`src/rtl/fetch_prefetch_queue.sv`:
```
// Sequential instruction prefetcher: one outstanding bus request at a time,
// responses land in a DEPTH-entry FIFO that feeds decode through valid/ready.
module fetch_prefetch_queue #(
   parameter int                ADDR_W  = 64,
   parameter int                INST_W  = 32,
   parameter int                DEPTH   = 4,
   parameter logic [ADDR_W-1:0] PC_INIT = 64'h8000_0000
) (
   input  logic                     clk,
   input  logic                     rst,
   output logic                     ireq_valid,
   output logic [ADDR_W-1:0]        ireq_addr,
   input  logic                     iresp_addr_ok,
   input  logic                     iresp_data_ok,
   input  logic [INST_W-1:0]        iresp_data,
   input  logic                     redirect_valid,
   input  logic [ADDR_W-1:0]        redirect_pc,
   output logic                     out_valid,
   input  logic                     out_ready,
   output logic [INST_W-1:0]        out_inst,
   output logic [ADDR_W-1:0]        out_pc,
   output logic [$clog2(DEPTH):0]   count
);

   localparam int PTR_W = $clog2(DEPTH);
   localparam int CNT_W = PTR_W + 1;
   localparam logic [CNT_W-1:0]  DEPTH_C       = CNT_W'(DEPTH);
   localparam logic [CNT_W-1:0]  CNT_ONE       = CNT_W'(1);
   localparam logic [PTR_W-1:0]  PTR_ONE       = PTR_W'(1);
   localparam logic [ADDR_W-1:0] PC_STEP       = ADDR_W'(4);
   localparam logic [ADDR_W-1:0] PC_ALIGN_MASK = ~ADDR_W'(3);

   typedef enum logic [1:0] {IDLE, REQ, WAIT} state_t;

   state_t              state_q, state_d;
   logic                ireq_valid_q, ireq_valid_d;
   logic [ADDR_W-1:0]   ireq_addr_q, ireq_addr_d;
   logic [ADDR_W-1:0]   req_pc_q, req_pc_d;
   logic [ADDR_W-1:0]   fetch_pc_q, fetch_pc_d;
   logic                drop_q, drop_d;
   logic [PTR_W-1:0]    wptr_q, wptr_d;
   logic [PTR_W-1:0]    rptr_q, rptr_d;
   logic [CNT_W-1:0]    count_q, count_d;
   logic                out_valid_q, out_valid_d;
   logic [INST_W-1:0]   out_inst_q, out_inst_d;
   logic [ADDR_W-1:0]   out_pc_q, out_pc_d;

   logic [INST_W-1:0]   mem_inst [DEPTH];
   logic [ADDR_W-1:0]   mem_pc   [DEPTH];

   logic resp;
   logic push;
   logic pop;

   // A response completes either in WAIT or in REQ when both handshakes coincide.
   assign resp = ((state_q == REQ) && iresp_addr_ok && iresp_data_ok) ||
                 ((state_q == WAIT) && iresp_data_ok);
   assign push = resp && !drop_q && !redirect_valid;
   assign pop  = out_valid_q && out_ready && !redirect_valid;

   always_comb begin
      state_d      = state_q;
      ireq_valid_d = ireq_valid_q;
      ireq_addr_d  = ireq_addr_q;
      req_pc_d     = req_pc_q;
      fetch_pc_d   = fetch_pc_q;
      drop_d       = drop_q;

      case (state_q)
         IDLE: begin
            if (!redirect_valid && (count_q < DEPTH_C)) begin
               state_d      = REQ;
               ireq_valid_d = 1'b1;
               ireq_addr_d  = fetch_pc_q;
               req_pc_d     = fetch_pc_q;
            end
         end
         REQ: begin
            // The request stays on the bus until accepted, redirect or not.
            if (iresp_addr_ok) begin
               ireq_valid_d = 1'b0;
               state_d      = iresp_data_ok ? IDLE : WAIT;
            end
         end
         WAIT: begin
            if (iresp_data_ok) begin
               state_d = IDLE;
            end
         end
         default: begin
            state_d      = IDLE;
            ireq_valid_d = 1'b0;
         end
      endcase

      if (resp && drop_q) begin
         drop_d = 1'b0;
      end
      if (push) begin
         fetch_pc_d = req_pc_q + PC_STEP;
      end

      // A response finishing in the redirect cycle is discarded right here,
      // so drop only needs to cover a response that is still pending.
      if (redirect_valid) begin
         fetch_pc_d = redirect_pc & PC_ALIGN_MASK;
         drop_d     = (state_q != IDLE) && !resp;
      end
   end

   always_comb begin
      wptr_d      = wptr_q;
      rptr_d      = rptr_q;
      count_d     = count_q;
      out_valid_d = out_valid_q;
      out_inst_d  = out_inst_q;
      out_pc_d    = out_pc_q;

      if (redirect_valid) begin
         wptr_d      = '0;
         rptr_d      = '0;
         count_d     = '0;
         out_valid_d = 1'b0;
      end else begin
         if (push) begin
            wptr_d = wptr_q + PTR_ONE;
         end
         if (pop) begin
            rptr_d = rptr_q + PTR_ONE;
         end
         case ({push, pop})
            2'b10:   count_d = count_q + CNT_ONE;
            2'b01:   count_d = count_q - CNT_ONE;
            default: count_d = count_q;
         endcase

         out_valid_d = (count_d != '0);
         // Head register holds the last shown entry while the queue is empty.
         if (count_d != '0) begin
            if (push && (rptr_d == wptr_q)) begin
               out_inst_d = iresp_data;
               out_pc_d   = req_pc_q;
            end else begin
               out_inst_d = mem_inst[rptr_d];
               out_pc_d   = mem_pc[rptr_d];
            end
         end
      end
   end

   always_ff @(posedge clk) begin
      if (push) begin
         mem_inst[wptr_q] <= iresp_data;
         mem_pc[wptr_q]   <= req_pc_q;
      end
   end

   always_ff @(posedge clk or posedge rst) begin
      if (rst) begin
         state_q      <= IDLE;
         ireq_valid_q <= 1'b0;
         ireq_addr_q  <= PC_INIT;
         req_pc_q     <= PC_INIT;
         fetch_pc_q   <= PC_INIT;
         drop_q       <= 1'b0;
         wptr_q       <= '0;
         rptr_q       <= '0;
         count_q      <= '0;
         out_valid_q  <= 1'b0;
         out_inst_q   <= '0;
         out_pc_q     <= PC_INIT;
      end else begin
         state_q      <= state_d;
         ireq_valid_q <= ireq_valid_d;
         ireq_addr_q  <= ireq_addr_d;
         req_pc_q     <= req_pc_d;
         fetch_pc_q   <= fetch_pc_d;
         drop_q       <= drop_d;
         wptr_q       <= wptr_d;
         rptr_q       <= rptr_d;
         count_q      <= count_d;
         out_valid_q  <= out_valid_d;
         out_inst_q   <= out_inst_d;
         out_pc_q     <= out_pc_d;
      end
   end

   assign ireq_valid = ireq_valid_q;
   assign ireq_addr  = ireq_addr_q;
   assign out_valid  = out_valid_q;
   assign out_inst   = out_inst_q;
   assign out_pc     = out_pc_q;
   assign count      = count_q;

endmodule

```
`config.mk`:
```
export PLATFORM = sky130hd
export DESIGN_NAME = fetch_prefetch_queue
export DESIGN_NICKNAME = d
export VERILOG_FILES = /design/src/rtl/fetch_prefetch_queue.sv
export SDC_FILE = /design/constraint.sdc
export NUM_CORES = 1
export LEC_CHECK = 0
export CAP_MARGIN = 20
export CORE_MARGIN = 2
export CORE_UTILIZATION = 51
export DETAILED_ROUTE_END_ITERATION = 8
export HOLD_SLACK_MARGIN = 0.1
export PLACE_DENSITY = 0.76
export SLEW_MARGIN = 20
export SYNTH_ARGS = -nofsm -noshare
export SYNTH_HDL_FRONTEND = slang
export SYNTH_SLANG_ARGS = --single-unit
```
`constraint.sdc`:
```
create_clock -name clk -period 7.48 [get_ports clk]
set_input_delay 1.496 -clock clk [delete_from_list [all_inputs] [get_ports clk]]
set_output_delay 1.496 -clock clk [all_outputs]
set_load 0.01 [all_outputs]
```
==> impl_metrics.ini, run 1 <==
[outcome]
outcome = finished clean

[pwr]
p_sw_frac = 0.2843
clkPwrFrac = 0.304
power.internal_mw = 7.387
p_leak_nw = 10.93
power_frac_seq = 0.486
p_comb_frac = 0.210
p_switching_mw = 2.934
powerDensity_mw_per_mm2 = 336.5
ir_worst_vdd_mv = 0.2201

[synthesis]
synthArstFlopShare = 0.3806
yosysTopAreaCellShare = 0.4567
syn_inst = 1778
yosys.area.top_type = edfxtp_1
synth-edff-count = 384
avgSynthCellArea_um2 = 14.20
ys_seq_elements = 620
ys_seq_area_frac = 0.6908
syn_nets = 1887
netlist_area_mm2 = 0.02525
ys_dominant_reg_cell = edfxtp_1
yosysWarnings = 0
synth.distinct_cells = 50
synth.area.top_cells = edfxtp_1 (46%), dfrtp_1 (23%), mux4_2 (8.5%), nand2_1 (4.4%), nor2_1 (2.6%)

[clock_tree]
cts_root_buf = clkbuf_16
htreeDepth = 2
cts_hold_buf = 0
clock_latency_ns = 0.61
cts_sinks = 620
cts.path.max_buffers = 3
cts_tree = yes
post_cts_buffers = 0
cts_buffers = 61
path_clk_slew_ns = 0.07
post_cts_resized = 0

[setup_path]
crit_required_ns = 8.00
end_kind = flip-flop
critPathArrivalTime_ns = 5.65
slowest_stage = or3_4
crit_fanout = 56
path_cells = clkdlybuf4s50_1, nand3b_1, a211o_2, nor2_1, buf_4, inv_1, ha_1, fa_1, xnor2_1, or3_1, a21oi_1, or3_4, buf_4, nor2_1, a31oi_1
critPathMaxStageDelay_ns = 0.58
critPathKind = primary input to flip-flop
cp-start-kind = primary input

[global_routing]
grt_max_degree = 161
grt_pass1_vias = 15960
grtUsageMet1 = 0.3281
track_usage = 0.2419
top_usage_layer = met2
gr-usage-met3 = 0.04846
grt_overflow = 0
grt_pass1_wl_um = 93130
grt_antenna_before_repair = 7
grtUsageMet2 = 0.3951

[die]
core_area_mm2 = 0.04895
initial_core_util = 0.5158
die_w_um = 226.5
io_pins = 267
dieArea_mm2 = 0.05130
rows = 81
fp.dieH_um = 226.5

[layout]
fill_cells = 3602
area_growth_pct = 21.48
multi_input_comb_area_mm2 = 0.007392
regArea_mm2 = 0.01744
layout.nets = 2129
drive_gt1_frac = 0.1425

[run]
drv_cap = 0

[timing]
setup_tns_ns = 0
worstMarginPinSlew_ns = 1.087
fin_crit_sh = 0.6855
finalSetupViolCount = 0
finClkSkew_ns = 0.02001
post-route-min-period_ns = 5.128
hold_viol = 0
max_slew_margin = 0.2751
rsz0062_at_grt = no
drv_slew = 0
hold_ws_ns = 0.4855
max_freq_ghz = 0.1950

[place]
place_congestion = 0.7912
dp_hpwl_um = 35260
numPortBuffers = 264

[hold_path]
worst_hold_path_type = flip-flop to flip-flop

[routing]
drc = 0
first_pass_iters = 5
drt-wirelength-per-cell_um = 22.19
viasPerCell = 5.729
drt_first_iter_violations = 1399
drt_wl_total_um = 60740
vias = 15680
ant_nets = 0
==> flip-flops by register name, indices dropped and copies added (netlist names) <==
register / count
mem_pc: 256
rptr_q: 2
count: 3
wptr_q: 2
req_pc_q: 64
out_valid: 1
out_inst: 32
fetch_pc_q: 64
drop_q: 1
state_q: 2
mem_inst: 128
ireq_valid: 1
out_pc: 64
==> cells by family after synthesis <==
| family | Yosys count | share of synthesized area |
|---|---|---|
| compound gates | 219 | 0.05209 |
| simple gates | 583 | 0.09818 |
| xor+xnor | 63 | 0.02186 |
| buf+inv | 124 | 0.01928 |
| fa+ha+maj | 7 | 0.003766 |
| mux | 162 | 0.1140 |
| flops | 620 | 0.6908 |
==> cell type report <==
| type | count | share of cell area |
|---|---|---|
| Antenna cell | 3 | 0.0002448 |
| Inverter | 16 | 0.002081 |
| Tap cell | 664 | 0.02709 |
| Clock inverter | 36 | 0.01383 |
| Sequential cell | 620 | 0.5686 |
| Multi-Input combinational cell | 1034 | 0.2410 |
| Timing Repair Buffer | 287 | 0.09375 |
| Clock buffer | 77 | 0.05336 |
==> Yosys cell counts, types with 10 or more instances <==
library cell and number:
a21oi_1 36, a31oi_1 97, buf_2 11, clkbuf_1 90, dfrtp_1 233, edfxtp_1 384
inv_1 16, mux2_2 55, mux2i_1 12, mux4_2 95, nand2_1 298, nand3_1 23
nand4_1 19, nor2_1 172, nor3_1 18, nor4_1 10, o21ai_0 47, o221ai_1 10
o31ai_1 13, xnor2_1 50, xor2_1 13
==> worst paths after layout <==
| kind | depth (start not counted) | from | slack [ns] | end |
|---|---|---|---|---|
| setup / recovery | 15 | iresp_addr_ok | 2.35 | out_inst[1]$_DFFE_PP0P_ |
| hold / removal | 2 | fetch_pc_q[51]$_DFFE_PP0P_ | 0.49 | req_pc_q[51]$_DFFE_PP0P_ |
| setup reg to reg | 14 | state_q[1]$_DFFE_PP0P_ | 3.21 | out_inst[1]$_DFFE_PP0P_ |
| hold reg to reg | 2 | fetch_pc_q[51]$_DFFE_PP0P_ | 0.49 | req_pc_q[51]$_DFFE_PP0P_ |
| max in group asynchronous | 3 | rst | 4.79 | req_pc_q[47]$_DFFE_PP0P_ |
| min in group asynchronous | 2 | rst | 1.32 | out_inst[7]$_DFFE_PP0P_ |
==> worst max-delay path, delay by kind of cell <==
kind | cells | cell delay [ns]
xor+xnor | 1 | 0.16
compound gates | 3 | 0.73
buf+inv | 4 | 1.34
fa+ha+maj | 2 | 0.62
simple gates | 5 | 1.26
==> power groups by stage <==
stage               clock network (mW)  logic, mW  registers [mW]
floorplan                            0      0.882            5.01
global placement                     0       2.13            5.04
detailed placement                   0       2.18            5.08
CTS                               3.20       2.19            5.02
global route                      3.32       2.35            5.11
finish                            3.14       2.16            5.02
==> metrics by stage <==
stage          cell area (µm²)  setup WS (ns)  power [mW]  instances    util
5_1_grt                  30670          2.083       10.79       2735  0.6265
2_1_floorplan            25250          2.572       5.896       1778       -
3_5_place_dp             28580          1.747       7.252       2620  0.5839
6_report                 30670          2.352       10.32       2737  0.6266
3_3_place_gp             28580          1.921       7.169       2620  0.5839
4_1_cts                  30640          2.329       10.41       2733  0.6260
==> layout by cell type (no fill, tap or decap), drive strengths merged, types with 2 or more instances in the layout <==
cell / count
nor4b: 2
and2: 8
or2: 2
xnor2: 50
nor2b: 2
a21oi: 36
dfstp: 3
o31ai: 13
a31oi: 97
dfrtp: 233
nand2: 298
edfxtp: 384
nor4: 12
nor3b: 4
nor3: 18
or3: 8
xor2: 13
o221ai: 10
inv: 15
nand4: 20
o211ai: 2
diode: 3
mux2: 55
nor2: 172
o21ai: 53
or4: 2
and3: 4
ha: 6
nand3: 23
clkinvlp: 7
bufinv: 9
clkinv: 21
mux4: 95
clkdlybuf4s50: 263
a211o: 2
clkbuf: 77
nand2b: 4
mux2i: 12
a21o: 3
buf: 24
==> routing by layer <==
metal / up-vias / wire [µm]
met5: - / 65
met4: 10 / 1624
met3: 127 / 4481
met2: 549 / 29730
met1: 7948 / 24840
li1: 7046 / -
Note: power is estimated with default switching activity, not from simulation.
==> inputs of run 2 (changes only) <==
- CORE_UTILIZATION: 51 -> 57
- PLACE_DENSITY: 0.76 -> 0.8
- clock period: 7.48 -> 5.2 ns (I/O delays scaled with it)
==> run 2 against run 1 <==
  * Clock power is 43% higher
  * Total power is 44% higher
  * Count of clock-buffer cells in the layout up 7
  * Global-route usage rose by 3.1 points
  * Critical path depth shrank 1
  * Highest routed layer unchanged
  * Sequential power increased by 44%
==> impl_metrics.ini, run 2 (synthesized netlist as in run 1, its figures left out) <==
[outcome]
outcome = finished clean

[timing]
finalSetupViolCount = 0
worstMarginPinSlew_ns = 1.007
hold_ws_ns = 0.4831
drv_slew = 0
post-route-min-period_ns = 4.143
rsz0062_at_grt = no
finClkSkew_ns = 0.01641
setup_tns_ns = 0
max_freq_ghz = 0.2414
hold_viol = 0
fin_crit_sh = 0.7967
max_slew_margin = 0.3285

[die]
rows = 77
io_pins = 267
initial_core_util = 0.5747
dieArea_mm2 = 0.04599
die_w_um = 214.5
fp.dieH_um = 214.5
core_area_mm2 = 0.04393

[routing]
viasPerCell = 5.998
drc = 0
first_pass_iters = 5
ant_nets = 0
drt-wirelength-per-cell_um = 23.03
vias = 16100
drt_first_iter_violations = 1530
drt_wl_total_um = 61810

[layout]
final_common_cell = edfxtp_1
drive_gt1_frac = 0.1484
top_register = mem_pc
largest_register_ffs = 256
area_growth_pct = 22.05
final_cell_mix = edfxtp_1 (384), nand2_1 (297), clkdlybuf4s50_1 (263)
biggestRegsByFlops = mem_pc x256, mem_inst x128
layout.nets = 2146

[clock_tree]
clock_latency_ns = 0.62
htreeDepth = 2
cts_sinks = 620
post_cts_buffers = 0
cts_root_buf = clkbuf_16
cts_buffers = 60
path_clk_slew_ns = 0.06
post_cts_resized = 0
cts_hold_buf = 0
cts_tree = yes
cts.path.max_buffers = 3

[global_routing]
grt_max_degree = 148
grt_pass1_wl_um = 95970
grt_overflow = 0
track_usage = 0.2727
grt_pass1_vias = 16600
grt_antenna_before_repair = 5

[setup_path]
r2r_slack_ns = 1.45
crit_required_ns = 5.72
critPathKind = primary input to flip-flop
critPathArrivalTime_ns = 4.66
end_kind = flip-flop
cp-start-kind = primary input
crit_fanout = 27

[place]
dp_hpwl_um = 36180
place_congestion = 0.8041
numPortBuffers = 264

[hold_path]
worst_hold_path_type = flip-flop to flip-flop

[pwr]
ir_worst_vdd_mv = 0.2987
p_leak_nw = 11.06
powerDensity_mw_per_mm2 = 484.0

[run]
drv_cap = 0
[run 2: cell type report]
cell class                 instances  area (µm²)
clock inverter                    30       364.1
timing repair buffer             305        3110
antenna                            3       7.507
tap                              592       740.7
multi-input combinational       1034        7392
clock buffer                      84        1694
fill                            2974       13120
sequential                       620       17440
inverter                          16       63.81
[run 2: stage by stage]
stage / worst slack, ns / utilization / cells / cell area (µm²) / power (mW)
floorplan: 0.7478 / - / 1778 / 25250 / 8.482
global placement: 0.6059 / 0.6544 / 2567 / 28750 / 10.33
detailed placement: 0.4610 / 0.6544 / 2567 / 28750 / 10.47
CTS: 1.094 / 0.7012 / 2681 / 30810 / 14.99
global route: 0.8537 / 0.7013 / 2683 / 30810 / 15.52
finish: 1.057 / 0.7014 / 2684 / 30810 / 14.91
[run 2: layer usage]
layer / routed length (µm) / global-route usage
met3: 4939 / 0.05504
met4: 1801 / 0.08889
met2: 30430 / 0.4501
met1: 24600 / 0.3687
met5: 34 / 0
[run 2: report_power, final]
part / leakage, nW / internal [mW] / total (mW) / switching [mW]
sequential: 6.28 / 6.20 / 7.24 / 1.04
combinational: 3.77 / 1.78 / 3.17 / 1.39
clock: 1.01 / 2.67 / 4.50 / 1.83
[run 2: final timing paths]
path,startpoint,cells after the start,endpoint
min in group asynchronous,rst,3,out_inst[7]$_DFFE_PP0P_
worst min register to register,fetch_pc_q[18]$_DFFE_PP0P_,2,req_pc_q[18]$_DFFE_PP0P_
max in group asynchronous,rst,3,out_pc[57]$_DFFE_PP0P_
worst max register to register,state_q[1]$_DFFE_PP0P_,13,out_pc[3]$_DFFE_PP0P_
worst max-delay path,iresp_addr_ok,14,out_pc[3]$_DFFE_PP0P_
worst min-delay path,fetch_pc_q[18]$_DFFE_PP0P_,2,req_pc_q[18]$_DFFE_PP0P_
[run 2: worst max-delay path, cell delays in order]
cell and delay, ns:
clkdlybuf4s50_1 0.52, nand3b_1 0.18, a211o_2 0.38, nor2_1 0.14, inv_1 0.07, ha_1 0.22
fa_1 0.38, xnor2_1 0.15, or3_1 0.31, a21oi_1 0.20, or3_4 0.52, buf_4 0.32
nor2_1 0.08, a31oi_1 0.16
==> edit 1: new RTL, config.mk and constraints of run 1 <==
Set the parameter `INST_W` to 16 (it was 32).
--- a/src/rtl/fetch_prefetch_queue.sv
+++ b/src/rtl/fetch_prefetch_queue.sv
@@ -2,7 +2,7 @@
 // responses land in a DEPTH-entry FIFO that feeds decode through valid/ready.
 module fetch_prefetch_queue #(
    parameter int                ADDR_W  = 64,
-   parameter int                INST_W  = 32,
+   parameter int                INST_W  = 16,
    parameter int                DEPTH   = 4,
    parameter logic [ADDR_W-1:0] PC_INIT = 64'h8000_0000
 ) (
Ports: changed (resized iresp_data and out_inst); port bits go from 267 to 235. No check against the original RTL was run, so the function may have changed too.
==> edit 1 against run 1 <==
- register-to-register slack worse by 0.08 ns
- sequential share of layout area fell by 0.79 points
- routed wire length decreased by 12%
- highest routed layer unchanged
- sequential power decreased by 12%
- sequential cell count down 80
- synthesized cell count decreased by 12%
- via count is 11% lower
- hold slack lost 0.015 ns
- count of clock-buffer cells in the layout grew 3
- area after synthesis decreased by 11%
- total power fell by 13%
- non-clock buffer count fell by 35
- design area decreased by 12%
- setup slack got worse by 0.078 ns
==> edit 1: results (changes against run 1) <==
| Metric | Value |
|---|---|
| Min-delay src | `fetch_pc_q[41] (was fetch_pc_q[51])` |
| Status | `completed (unchanged)` |
| Drt wl/cell | `22.1 um (was 22.2 um)` |
| VDD IR max | `0.200 mV (was 0.220 mV)` |
| DP Worst Slack | `1.59 ns (was 1.75 ns)` |
| GRT Total Usage | `24.0% (was 24.2%)` |
| Netlist cell types | `52 (was 50)` |
| 1st-iter DRT viols | `1,237 (was 1,399)` |
| Share of cells above drive strength 1 | `14.4% (was 14.3%)` |
| Fill cell count | `3,212 (was 3,602)` |
| Least-Margin Pin Slew | `1.12 ns (was 1.09 ns)` |
| Worst r2r dst | `out_inst[11] (was out_inst[1])` |
| Leak | `9.70 nW (was 10.9 nW)` |
| Post-synth EDFFs | `320 (was 384)` |
| Placed cell count | `2,306 (was 2,620)` |
| Slowest library cell on the worst path | `nor2_1 (was or3_4)` |
| Syn nets | `1,659 (was 1,887)` |
| Final hold slack | `0.470 ns (was 0.485 ns)` |
| Maximum fanout along the worst path | `44 (was 56)` |
| Data arrival, critical path | `5.74 ns (was 5.65 ns)` |
| Mux cell area share after synthesis | `11.3% (was 11.4%)` |
| First-pass GRT wire length | `82.6 mm (was 93.1 mm)` |
| Post-Synthesis Cells | `1,566 (was 1,778)` |
| Complex-gate fraction of the synthesized area | `5.31% (was 5.21%)` |
| Nets | `1,873 (was 2,129)` |
| CTS buffer count | `54 (was 61)` |
| Via-to-Cell Ratio | `5.80 (was 5.73)` |
| Largest delay contributor family on the critical path | `simple AND/OR/NAND/NOR gates (was buffers and inverters)` |
| Initial antenna violation count | `3 (was 7)` |
| Post-synthesis sequential area ratio | `67.6% (was 69.1%)` |
| FF-to-FF path depth | `13 (was 14)` |
| Final Non-Filler Cells | `2,413 (was 2,737)` |
-- edit 1: cell count changes after synthesis, sizes merged, moves of 7 or more --
cell,change
nand2,-27
o21ai,-13
a21oi,-9
buf,+36
a31oi,-17
mux4,-16
o221ai,+14
nor2,-41
dfrtp,-16
o31ai,-7
clkbuf,-50
edfxtp,-64
-- edit 1: worst max path at each step --
stage / startpoint / end / slack [ns] / depth (start not counted)
2_1_floorplan: iresp_addr_ok / out_pc[2] / 2.90 / 16
3_3_place_gp: iresp_data_ok / out_inst[6] / 1.84 / 14
3_5_place_dp: iresp_data_ok / out_inst[11] / 1.59 / 14
4_1_cts: iresp_data_ok / out_inst[11] / 2.29 / 14
5_1_grt: iresp_data_ok / out_inst[11] / 2.00 / 14
6_report: iresp_data_ok / out_inst[11] / 2.27 / 14
-- edit 1: metal layers --
layer | up-vias | GRT usage, % | wire length (um)
met5 | - | 0 | 26
met4 | 4 | 6.39 | 991
met3 | 85 | 5.46 | 3920
met2 | 492 | 39.4 | 26000
met1 | 7194 | 32.9 | 22300
li1 | 6221 | - | -
-- edit 1: cell type report --
cell class / instances / area (um^2) / area share (%)
sequential: 540 / 15100 / 56.1
multi-input combinational: 918 / 6780 / 25.1
timing repair buffer: 252 / 2550 / 9.47
clock buffer: 80 / 1500 / 5.56
tap: 585 / 732 / 2.71
clock inverter: 22 / 220 / 0.817
inverter: 14 / 56.3 / 0.209
antenna: 2 / 5.00 / 0.0186
-- edit 1: report_power, final --
part	internal (mW)	switching [mW]
Sequential	3.78	0.662
Clock	1.50	1.14
Combinational	1.10	0.838
-- edit 1: logic make-up after synthesis --
logic type | count (synthesis)
multiplexers | 147
AO/OA/AOI/OAI | 188
buffers and inverters | 108
AND/OR/NAND/NOR | 511
XOR/XNOR | 65
flip-flops | 540
adder cells (fa/ha/maj) | 7
-- edit 1: worst register-to-register path: stages, from the launching register on --
cell	delay, ns
dfrtp_1	0.45
nor2b_1	0.38
o21ai_4	0.09
nor2_1	0.62
inv_1	0.15
ha_1	0.26
fa_1	0.39
xnor2_1	0.16
or3_1	0.33
a21oi_1	0.21
or3_4	0.47
buf_4	0.51
nor2_1	0.09
a31oi_1	0.16
==> edit 2: new RTL, flow settings as in run 1 <==
Made on the original files. Put one more register stage on the output `count`, cleared by the reset. The value now appears one clock later. The other outputs are not delayed to match.
--- a/src/rtl/fetch_prefetch_queue.sv
+++ b/src/rtl/fetch_prefetch_queue.sv
@@ -190,7 +190,13 @@
    assign out_valid  = out_valid_q;
    assign out_inst   = out_inst_q;
    assign out_pc     = out_pc_q;
-   assign count      = count_q;
+   always_ff @(posedge clk or posedge rst) begin
+      if (rst) begin
+         count <= '0;
+      end else begin
+         count <= count_q;
+      end
+   end
 
 endmodule
 
Formal check against the unedited RTL: not equivalent (Yosys sat finds a counterexample within 4 cycles, from zero or initial values and one cycle with rst high).
==> edit 2 against run 1 <==
- hold slack worse by 0.029 ns
- sequential cell count up 3
- design area hardly changed
- area after synthesis up 0.30%
- critical path type unchanged
- highest routed layer unchanged
- setup slack better by 0.094 ns
- total power grew 0.60%
- critical path depth is the same
- routed wire length up 2.2%
==> edit 2: results (changes against run 1) <==
| Metric | Value |
|---|---|
| Clk_lat worst skew | `0.64 ns (was 0.61 ns)` |
| Gpl congestion | `0.809 (was 0.791)` |
| Nets | `2,101 (was 2,129)` |
| Drt wl/cell | `22.9 um (was 22.2 um)` |
| Met2 Use GR | `39.6% (was 39.5%)` |
| Syn nets | `1,858 (was 1,887)` |
| GR Util met1 | `33.4% (was 32.8%)` |
| Post-placement cell area | `28,600 um^2 (about the same)` |
| Status | `completed (unchanged)` |
| DP Worst Slack | `1.88 ns (was 1.75 ns)` |
| Via-to-Cell Ratio | `5.82 (was 5.73)` |
| Post-Route M1 WL | `25.4 mm (was 24.8 mm)` |
| 1st-iter DRT viols | `1,260 (was 1,399)` |
| Critical Path Max Stage Delay | `0.65 ns (was 0.58 ns)` |
| Post-Synthesis Cells | `1,749 (was 1,778)` |
| Met3 WL post-DR | `4.62 mm (was 4.48 mm)` |
| Routed met2 length | `30.1 mm (was 29.7 mm)` |
| Least-Margin Pin Slew | `1.06 ns (was 1.09 ns)` |
| GR Util met3 | `4.65% (was 4.85%)` |
| Maximum fanout along the worst path | `59 (was 56)` |
| Dominant cells by area after synthesis | `edfxtp_1 (46%), dfrtp_1 (23%), mux4_2 (8.4%), nand2_1 (4.6%), mux2_2 (2.6%) (was edfxtp_1 (46%), dfrtp_1 (23%), mux4_2 (8.5%), nand2_1 (4.4%), nor2_1 (2.6%))` |
| Share of cells above drive strength 1 | `14.5% (was 14.3%)` |
| CTS buffer count | `60 (was 61)` |
| Largest net degree at the start of global routing | `129 (was 161)` |
| Fraction of registers with async set/reset | `38.4% (was 38.1%)` |
| Leak | `11.0 nW (was 10.9 nW)` |
| Post-synthesis sequential area ratio | `69.2% (was 69.1%)` |
| Initial antenna violation count | `6 (was 7)` |
| GRT Total Usage | `24.5% (was 24.2%)` |
| Clk_skew | `0.0243 ns (was 0.0200 ns)` |
| Largest delay contributor family on the critical path | `simple AND/OR/NAND/NOR gates (was buffers and inverters)` |
| Most instantiated cells after synthesis | `edfxtp_1 (384), nand2_1 (307), dfrtp_1 (236) (was edfxtp_1 (384), nand2_1 (298), dfrtp_1 (233))` |
| Dpl hpwl | `36.5 mm (was 35.3 mm)` |
| First-pass GRT wire length | `94.3 mm (was 93.1 mm)` |
| VDD IR max | `0.204 mV (was 0.220 mV)` |
-- edit 2: cell count changes after synthesis, sizes merged, moves of 6 or more --
cell,delta
nor4,-6
and4,+6
nand2,+9
o21ai,-12
buf,+22
xor2,+28
nor2,-32
o221ai,+14
clkbuf,-21
xnor2,-29
nor3b,+7
-- edit 2: layout make-up --
cell class	instances	area [um^2]	area share [%]
Antenna cell	6	15.0	0.0490
Clock buffer	83	1690	5.51
Multi-Input combinational cell	1004	7330	23.9
Inverter	13	52.6	0.171
Clock inverter	31	334	1.09
Tap cell	664	831	2.71
Timing Repair Buffer	290	2890	9.41
Sequential cell	623	17500	57.1
-- edit 2: cell families (layout without fill, tap and decap cells) --
kind of cell	count (synthesis)	count (layout)	share of synthesized area [%]
DFF	623	623	69.2
and+or+nand+nor	565	565	9.58
AOI/OAI and AO/OA	210	210	5.19
muxes	160	160	11.3
buffers and inverters	122	417	2.17
xor gates and xnor gates	62	62	2.22
adders and majority gates	7	7	0.376
other	0	6	0
-- edit 2: report_power, final --
part	internal [mW]	switching, mW	total [mW]
clock network	1.79	1.30	3.09
registers	4.35	0.722	5.07
logic	1.24	0.990	2.23
total	7.37	3.01	10.4
-- edit 2: worst paths after layout --
path / cells past startpoint / slack, ns / from / endpoint
worst max-delay path: 15 / 2.45 / iresp_data_ok / out_inst[29]
worst min-delay path: 0 / 0.46 / count_q[1] / count[1]
worst max register to register: 14 / 3.39 / state_q[1] / out_inst[29]
worst min register to register: 0 / 0.46 / count_q[1] / count[1]
max in group asynchronous: 3 / 5.01 / rst / fetch_pc_q[21]
min in group asynchronous: 2 / 1.21 / rst / out_pc[4]
